$ cat src/rtl/start_screen_anim_if.sv
// Pixel-stream and button bundle between the OLED driver side and the
// start-screen animation block.
interface start_screen_anim_if;
    logic        frame_begin;
    logic [6:0]  x;
    logic [5:0]  y;
    logic        text_on;
    logic [1:0]  text_region;
    logic        btn_left;
    logic        btn_right;
    logic        btn_centre;
    logic [15:0] pixel_data;
    logic [2:0]  selected_wire;
    logic        burning;
    logic        start_game;

    // Driver / glyph / button side
    modport master (
        output frame_begin, x, y, text_on, text_region,
        output btn_left, btn_right, btn_centre,
        input  pixel_data, selected_wire, burning, start_game
    );

    // Animation block side
    modport slave (
        input  frame_begin, x, y, text_on, text_region,
        input  btn_left, btn_right, btn_centre,
        output pixel_data, selected_wire, burning, start_game
    );
endinterface

$ cat src/rtl/start_screen_anim.sv
// Animated start screen: N coloured fuse wires, a selection cursor, a
// blinking "GO" and a top-to-bottom burn of the chosen wire that ends in
// a single start_game pulse. Pixel output is registered (1-cycle latency).
module start_screen_anim #(
    parameter int WIDTH            = 96,
    parameter int HEIGHT           = 64,
    parameter int NUM_WIRES        = 5,
    parameter int WIRE_X0          = 3,
    parameter int WIRE_PITCH       = 6,
    parameter int WIRE_W           = 2,
    parameter int BLINK_FRAMES     = 30,
    parameter int BURN_STEP_FRAMES = 2
) (
    input  logic                clk,
    input  logic                reset,
    start_screen_anim_if.slave  bus
);
    localparam int BLINK_W = (BLINK_FRAMES > 1) ? $clog2(BLINK_FRAMES) : 1;
    localparam int STEP_W  = (BURN_STEP_FRAMES > 1) ? $clog2(BURN_STEP_FRAMES) : 1;
    localparam int ROW_W   = $clog2(HEIGHT + 1);

    localparam logic [15:0] C_BLACK = 16'h0000;
    localparam logic [15:0] C_WHITE = 16'hFFFF;
    localparam logic [15:0] C_EMBER = 16'hFFE0;

    typedef enum logic [1:0] {IDLE, BURN, DONE} state_t;

    state_t               state_reg, state_next;
    logic [2:0]           sel_reg, sel_next;
    logic                 blink_phase_reg, blink_phase_next;
    logic [BLINK_W-1:0]   blink_cnt_reg, blink_cnt_next;
    logic [ROW_W-1:0]     burn_row_reg, burn_row_next;
    logic [STEP_W-1:0]    step_cnt_reg, step_cnt_next;
    logic                 start_reg, start_next;
    logic [15:0]          pixel_reg, pixel_next;

    // Per-wire geometry decode
    logic [NUM_WIRES-1:0] wire_hit;
    logic [NUM_WIRES-1:0] sel_mask;
    logic [15:0]          wire_color [NUM_WIRES];

    generate
        for (genvar gi = 0; gi < NUM_WIRES; gi++) begin : g_wire
            localparam int LO = WIRE_X0 + gi * WIRE_PITCH;
            localparam int HI = LO + WIRE_W - 1;
            localparam logic [15:0] COL =
                ((gi % 5) == 0) ? 16'hFC0D :
                ((gi % 5) == 1) ? 16'hF800 :
                ((gi % 5) == 2) ? 16'h001F :
                ((gi % 5) == 3) ? 16'hFD20 : 16'h07E0;
            // Columns beyond the right edge never match, which clips the wire.
            assign wire_hit[gi]   = (int'(bus.x) >= LO) && (int'(bus.x) <= HI) &&
                                    (int'(bus.x) < WIDTH);
            assign sel_mask[gi]   = (sel_reg == 3'(gi));
            assign wire_color[gi] = COL;
        end
    endgenerate

    // Control state register
    always_ff @(posedge clk) begin
        if (reset) begin
            state_reg       <= IDLE;
            sel_reg         <= '0;
            blink_phase_reg <= 1'b1;
            blink_cnt_reg   <= '0;
            burn_row_reg    <= '0;
            step_cnt_reg    <= '0;
            start_reg       <= 1'b0;
        end else begin
            state_reg       <= state_next;
            sel_reg         <= sel_next;
            blink_phase_reg <= blink_phase_next;
            blink_cnt_reg   <= blink_cnt_next;
            burn_row_reg    <= burn_row_next;
            step_cnt_reg    <= step_cnt_next;
            start_reg       <= start_next;
        end
    end

    // Next-state: cursor moves, blink timing and burn progression
    always_comb begin
        state_next       = state_reg;
        sel_next         = sel_reg;
        blink_phase_next = blink_phase_reg;
        blink_cnt_next   = blink_cnt_reg;
        burn_row_next    = burn_row_reg;
        step_cnt_next    = step_cnt_reg;
        start_next       = 1'b0;
        case (state_reg)
            IDLE: begin
                if (bus.frame_begin) begin
                    if (blink_cnt_reg == BLINK_W'(BLINK_FRAMES - 1)) begin
                        blink_cnt_next   = '0;
                        blink_phase_next = ~blink_phase_reg;
                    end else begin
                        blink_cnt_next = blink_cnt_reg + 1'b1;
                    end
                end
                // Centre wins over a simultaneous left/right; opposing
                // left+right cancel out.
                if (bus.btn_centre) begin
                    state_next    = BURN;
                    burn_row_next = '0;
                    step_cnt_next = '0;
                end else if (bus.btn_left && !bus.btn_right) begin
                    sel_next = (sel_reg == 3'd0) ? 3'(NUM_WIRES - 1) : sel_reg - 3'd1;
                end else if (bus.btn_right && !bus.btn_left) begin
                    sel_next = (sel_reg == 3'(NUM_WIRES - 1)) ? 3'd0 : sel_reg + 3'd1;
                end
            end
            BURN: begin
                if (bus.frame_begin) begin
                    if (step_cnt_reg == STEP_W'(BURN_STEP_FRAMES - 1)) begin
                        step_cnt_next = '0;
                        // The row after the last one ends the burn instead.
                        if (burn_row_reg == ROW_W'(HEIGHT - 1)) begin
                            state_next = DONE;
                            start_next = 1'b1;
                        end else begin
                            burn_row_next = burn_row_reg + 1'b1;
                        end
                    end else begin
                        step_cnt_next = step_cnt_reg + 1'b1;
                    end
                end
            end
            DONE: begin
                state_next = DONE;
            end
            default: begin
                state_next = IDLE;
            end
        endcase
    end

    int          sel_x;
    logic        sel_hit;
    logic        text_vis;
    logic        ember_hit;
    logic        burnt_hit;
    logic        cursor_hit;
    logic [15:0] wire_col;

    // Pixel layering: text, ember, cursor, wire, black background
    always_comb begin
        sel_x    = WIRE_X0 + int'(sel_reg) * WIRE_PITCH;
        sel_hit  = |(wire_hit & sel_mask);
        // A hidden "GO" glyph is transparent, not black.
        text_vis = bus.text_on &&
                   !(bus.text_region == 2'd1 && state_reg == IDLE && !blink_phase_reg);
        ember_hit  = (state_reg == BURN) && sel_hit &&
                     (int'(bus.y) == int'(burn_row_reg));
        burnt_hit  = sel_hit && (((state_reg == BURN) && (int'(bus.y) < int'(burn_row_reg))) ||
                                 (state_reg == DONE));
        cursor_hit = (state_reg == IDLE) && (int'(bus.y) == HEIGHT - 1) &&
                     (int'(bus.x) >= sel_x - 1) && (int'(bus.x) <= sel_x + WIRE_W);
        wire_col = C_BLACK;
        for (int k = NUM_WIRES - 1; k >= 0; k--) begin
            if (wire_hit[k]) begin
                wire_col = wire_color[k];
            end
        end
        pixel_next = C_BLACK;
        if (text_vis) begin
            pixel_next = (bus.text_region == 2'd3) ? C_BLACK : C_WHITE;
        end else if (ember_hit) begin
            pixel_next = C_EMBER;
        end else if (cursor_hit) begin
            pixel_next = C_WHITE;
        end else if (|wire_hit) begin
            pixel_next = burnt_hit ? C_BLACK : wire_col;
        end
    end

    // Registered pixel output
    always_ff @(posedge clk) begin
        if (reset) begin
            pixel_reg <= '0;
        end else begin
            pixel_reg <= pixel_next;
        end
    end

    assign bus.pixel_data    = pixel_reg;
    assign bus.selected_wire = sel_reg;
    assign bus.burning       = (state_reg == BURN);
    assign bus.start_game    = start_reg;
endmodule

$ cat src/flat_wrapper.sv
// flat-port wrapper written by rule: the top's interface ports become plain ports
module start_screen_anim_flat 
#(
    parameter int WIDTH            = 96,
    parameter int HEIGHT           = 64,
    parameter int NUM_WIRES        = 5,
    parameter int WIRE_X0          = 3,
    parameter int WIRE_PITCH       = 6,
    parameter int WIRE_W           = 2,
    parameter int BLINK_FRAMES     = 30,
    parameter int BURN_STEP_FRAMES = 2
)
  (clk, reset, bus_frame_begin, bus_x, bus_y, bus_text_on, bus_text_region, bus_btn_left, bus_btn_right, bus_btn_centre, bus_pixel_data, bus_selected_wire, bus_burning, bus_start_game);
  start_screen_anim_if bus_i ();
  input  logic clk;
  input  logic reset;
  input wire logic [$bits(bus_i.frame_begin)-1:0] bus_frame_begin;
  input wire logic [$bits(bus_i.x)-1:0] bus_x;
  input wire logic [$bits(bus_i.y)-1:0] bus_y;
  input wire logic [$bits(bus_i.text_on)-1:0] bus_text_on;
  input wire logic [$bits(bus_i.text_region)-1:0] bus_text_region;
  input wire logic [$bits(bus_i.btn_left)-1:0] bus_btn_left;
  input wire logic [$bits(bus_i.btn_right)-1:0] bus_btn_right;
  input wire logic [$bits(bus_i.btn_centre)-1:0] bus_btn_centre;
  output wire logic [$bits(bus_i.pixel_data)-1:0] bus_pixel_data;
  output wire logic [$bits(bus_i.selected_wire)-1:0] bus_selected_wire;
  output wire logic [$bits(bus_i.burning)-1:0] bus_burning;
  output wire logic [$bits(bus_i.start_game)-1:0] bus_start_game;
  assign bus_i.frame_begin = bus_frame_begin;
  assign bus_i.x = bus_x;
  assign bus_i.y = bus_y;
  assign bus_i.text_on = bus_text_on;
  assign bus_i.text_region = bus_text_region;
  assign bus_i.btn_left = bus_btn_left;
  assign bus_i.btn_right = bus_btn_right;
  assign bus_i.btn_centre = bus_btn_centre;
  assign bus_pixel_data = bus_i.pixel_data;
  assign bus_selected_wire = bus_i.selected_wire;
  assign bus_burning = bus_i.burning;
  assign bus_start_game = bus_i.start_game;
  start_screen_anim #(.WIDTH(WIDTH), .HEIGHT(HEIGHT), .NUM_WIRES(NUM_WIRES), .WIRE_X0(WIRE_X0), .WIRE_PITCH(WIRE_PITCH), .WIRE_W(WIRE_W), .BLINK_FRAMES(BLINK_FRAMES), .BURN_STEP_FRAMES(BURN_STEP_FRAMES)) u_core (.clk(clk), .reset(reset), .bus(bus_i));
endmodule
$ cat config.mk
export PLATFORM = sky130hd
export DESIGN_NAME = start_screen_anim_flat
export DESIGN_NICKNAME = d
export VERILOG_FILES = /design/src/rtl/start_screen_anim_if.sv /design/src/rtl/start_screen_anim.sv /design/src/flat_wrapper.sv
export SDC_FILE = /design/constraint.sdc
export NUM_CORES = 1
export LEC_CHECK = 0
export ABC_AREA = 1
export CELL_PAD_IN_SITES_DETAIL_PLACEMENT = 1
export CELL_PAD_IN_SITES_GLOBAL_PLACEMENT = 2
export CORE_AREA = 10 10 101 103
export DETAILED_ROUTE_END_ITERATION = 8
export DIE_AREA = 0 0 111 113
export PLACE_DENSITY = 0.8
export SYNTH_ARGS = -nofsm -noshare
export SYNTH_HDL_FRONTEND = slang
export SYNTH_SLANG_ARGS = --single-unit
$ cat constraint.sdc
create_clock -name clk -period 6.07 [get_ports clk]
set_input_delay 1.5175 -clock clk [delete_from_list [all_inputs] [get_ports clk]]
set_output_delay 1.5175 -clock clk [all_outputs]
set_load 0.02 [all_outputs]
==> flow_summary.ini <==
[outcome]
status = finished, final reports clean

[routing]
firstDrtPassIters = 4
detail_route.drc_violations = 0
drtAntennaViolNets = 0
post_drt_wl_per_cell_um = 13.2
drt-initial-drc-count = 44
wirelength_um = 6530
via_per_inst = 4.71
vias = 2338

[synthesis]
ys.flop_type = dfxtp_1
synth_compound_area_frac = 0.118
syn_avg_cell_area_um2 = 6.69
synth-simple-area-share = 0.323
syn_area_um2 = 2390
yosysSeqAreaShare = 0.218
async_flop_share = 0
ys_ff_latch = 26
synth_top_family_by_area = simple AND/OR/NAND/NOR gates
synth_nets = 415
synth_edf_count = 0
yosysUniqueCellTypes = 37
ys_warn_count = 0
synth_mux_area_frac = 0
yosys.area_share.adder = 0.192
netlist_instances = 357
synth-xor-area-share = 0.0294

[cts]
cts-htree-levels = 1
insertion_delay_ns = 0.28
cts_tree = done
cts.sinks = 26
cts_resized = 0
clkTransAtPathRegs_ns = 0.10
hold_buffers = 0
clockRootBuffer = clkbuf_8
cts-buffers-inserted = 3
post-cts-setup-buffers = 0
cts_buffer_depth = 2

[sta]
finalSetupTns_ns = 0
tightest_slew_ns = 0.636
period_needed_ns = 3.52
final_hold_viol_count = 0
slew_headroom = 0.575
rsz0062_at_grt = false
finalSetupViolations = 0
period_share = 0.580
drv_slew = 0
max_freq_ghz = 0.284
fin_skew_ns = 0.00487

[floorplan]
row_count = 33
dieArea_um2 = 12500
start_util = 0.293
design.core.area_um2 = 8130
dieWidth_um = 111
fp.dieH_um = 113
ios = 43

[min_path]
worstHoldPathType = reg -> reg

[run]
maxCapViolCount = 0

[finish]
multi_input_area_um2 = 1580
nNetsFinal = 450
syn2layout_area_growth_pct = 22.6
fillers = 1055
seq_area_um2 = 520
largest_register_ffs = 7
drive_above_1_share = 0.0716
n_antenna_cell = 0
final_common_cell = nand2_1
layout_common_cells = nand2_1 (74), nor2_1 (50), inv_1 (48), clkdlybuf4s50_1 (42), ha_1 (35)

[placement]
routabilityCongestion = 0.786
port_buffers = 42
dp_hpwl_um = 5630

[pwr]
ir_worst_vdd_v = 0.000124
finalPower_mw = 0.704
p_per_area_nw_per_um2 = 241
leakage_nw = 1.32

[worst_setup_path]
worstPathMaxFanout = 9
reg2regPathDepth = 19
cp-start-kind = register
critPathLaunch = u_core.bus.selected_wire[0]
crit_type = reg -> reg
r2r_end = u_core.bus.pixel_data[9]
r2r-start = u_core.bus.selected_wire[0]
endpoint = u_core.bus.pixel_data[9]
worstPathRequired_ns = 6.28
critPathCaptureType = register
r2r_slack_ns = 2.55
crit_arrival_ns = 3.73

[grt]
grt_overflow = 0
grtUsageTotal = 0.104
grt_pass1_vias = 2443
antenna_found_initial = 0
grt_max_degree = 16
grt_pass1_wl_um = 11300
[layout make-up]
type,instances,area share
multi-input combinational,265,0.540
sequential,26,0.178
timing repair buffer,42,0.144
inverter,54,0.0693
tap,105,0.0449
clock buffer,3,0.0141
clock inverter,1,0.0103
[Yosys cell counts, types with 2 or more instances]
| cell | instances | area, um2 |
|---|---|---|
| xnor2_1 | 2 | 17.5 |
| buf_4 | 10 | 75.1 |
| nor2_2 | 4 | 25.0 |
| ha_1 | 35 | 438 |
| inv_1 | 48 | 180 |
| a21oi_1 | 23 | 115 |
| nand3_2 | 3 | 30.0 |
| xor2_1 | 6 | 52.6 |
| nand4_1 | 7 | 43.8 |
| nand3_1 | 17 | 85.1 |
| nand2_2 | 4 | 25.0 |
| inv_2 | 6 | 22.5 |
| nor3b_1 | 2 | 15.0 |
| a211oi_1 | 3 | 22.5 |
| o21ai_0 | 12 | 60.1 |
| o21ai_2 | 2 | 17.5 |
| nand2_1 | 74 | 278 |
| nor2_1 | 50 | 188 |
| nor3_1 | 6 | 30.0 |
| dfxtp_1 | 26 | 521 |
[routing by layer]
metal / vias up / track usage / share of wire
met3: 0 / 0.0264 / 0.042
met2: 32 / 0.188 / 0.49
met1: 1094 / 0.122 / 0.47
li1: 1212 / - / -
met5: - / 0 / 0
met4: 0 / 0.0156 / 0
[logic make-up after synthesis]
kind of cell / count (synthesis)
and+or+nand+nor: 173
DFF: 26
buffers and inverters: 66
adders and majority gates: 36
xor gates and xnor gates: 8
AOI/OAI and AO/OA: 48
[how the worst min path moves through the flow]
stage                                start                     end  slack (ns)  depth (start not counted)
global route        u_core.burn_row_reg[6]  u_core.burn_row_reg[6]        0.49                          2
floorplan           u_core.burn_row_reg[6]  u_core.burn_row_reg[6]        0.43                          2
finish              u_core.burn_row_reg[6]  u_core.burn_row_reg[6]        0.46                          2
global placement    u_core.burn_row_reg[6]  u_core.burn_row_reg[6]        0.45                          2
CTS                 u_core.burn_row_reg[6]  u_core.burn_row_reg[6]        0.47                          2
detailed placement  u_core.burn_row_reg[6]  u_core.burn_row_reg[6]        0.45                          2
[critical path, cell delays in order, from the launching register on]
cell and delay [ns]:
dfxtp_1 0.44, ha_1 0.32, fa_1 0.54, nand2_1 0.06, nor2_1 0.10, inv_1 0.06
nor2_1 0.19, inv_1 0.07, nand2_1 0.14, inv_1 0.06, a32oi_1 0.23, ha_1 0.30
a21oi_1 0.12, o21ai_0 0.09, o21a_1 0.20, nor2_1 0.20, nor2_2 0.10, nand2_1 0.07
nand2_1 0.05, a21oi_1 0.12
[report_power, final]
| group | switching (mW) | internal (mW) | leakage (nW) |
|---|---|---|---|
| Clock | 0.0600 | 0.0884 | 0.0357 |
| Combinational | 0.209 | 0.130 | 1.07 |
| Sequential | 0.0259 | 0.191 | 0.212 |
| Total | 0.295 | 0.409 | 1.32 |
[stage by stage]
| stage | setup WS, ns | area [um2] | hold slack, ns | utilization | std cells |
|---|---|---|---|---|---|
| 2_1_floorplan | 3.02 | 2390 | 0.428 | - | 357 |
| 3_3_place_gp | 2.47 | 2860 | 0.452 | 0.351 | 492 |
| 3_5_place_dp | 2.43 | 2860 | 0.449 | 0.351 | 492 |
| 4_1_cts | 2.45 | 2930 | 0.465 | 0.360 | 496 |
| 5_1_grt | 2.03 | 2930 | 0.486 | 0.360 | 496 |
| 6_report | 2.55 | 2930 | 0.459 | 0.360 | 496 |
Power figures use the tool's default switching activity.
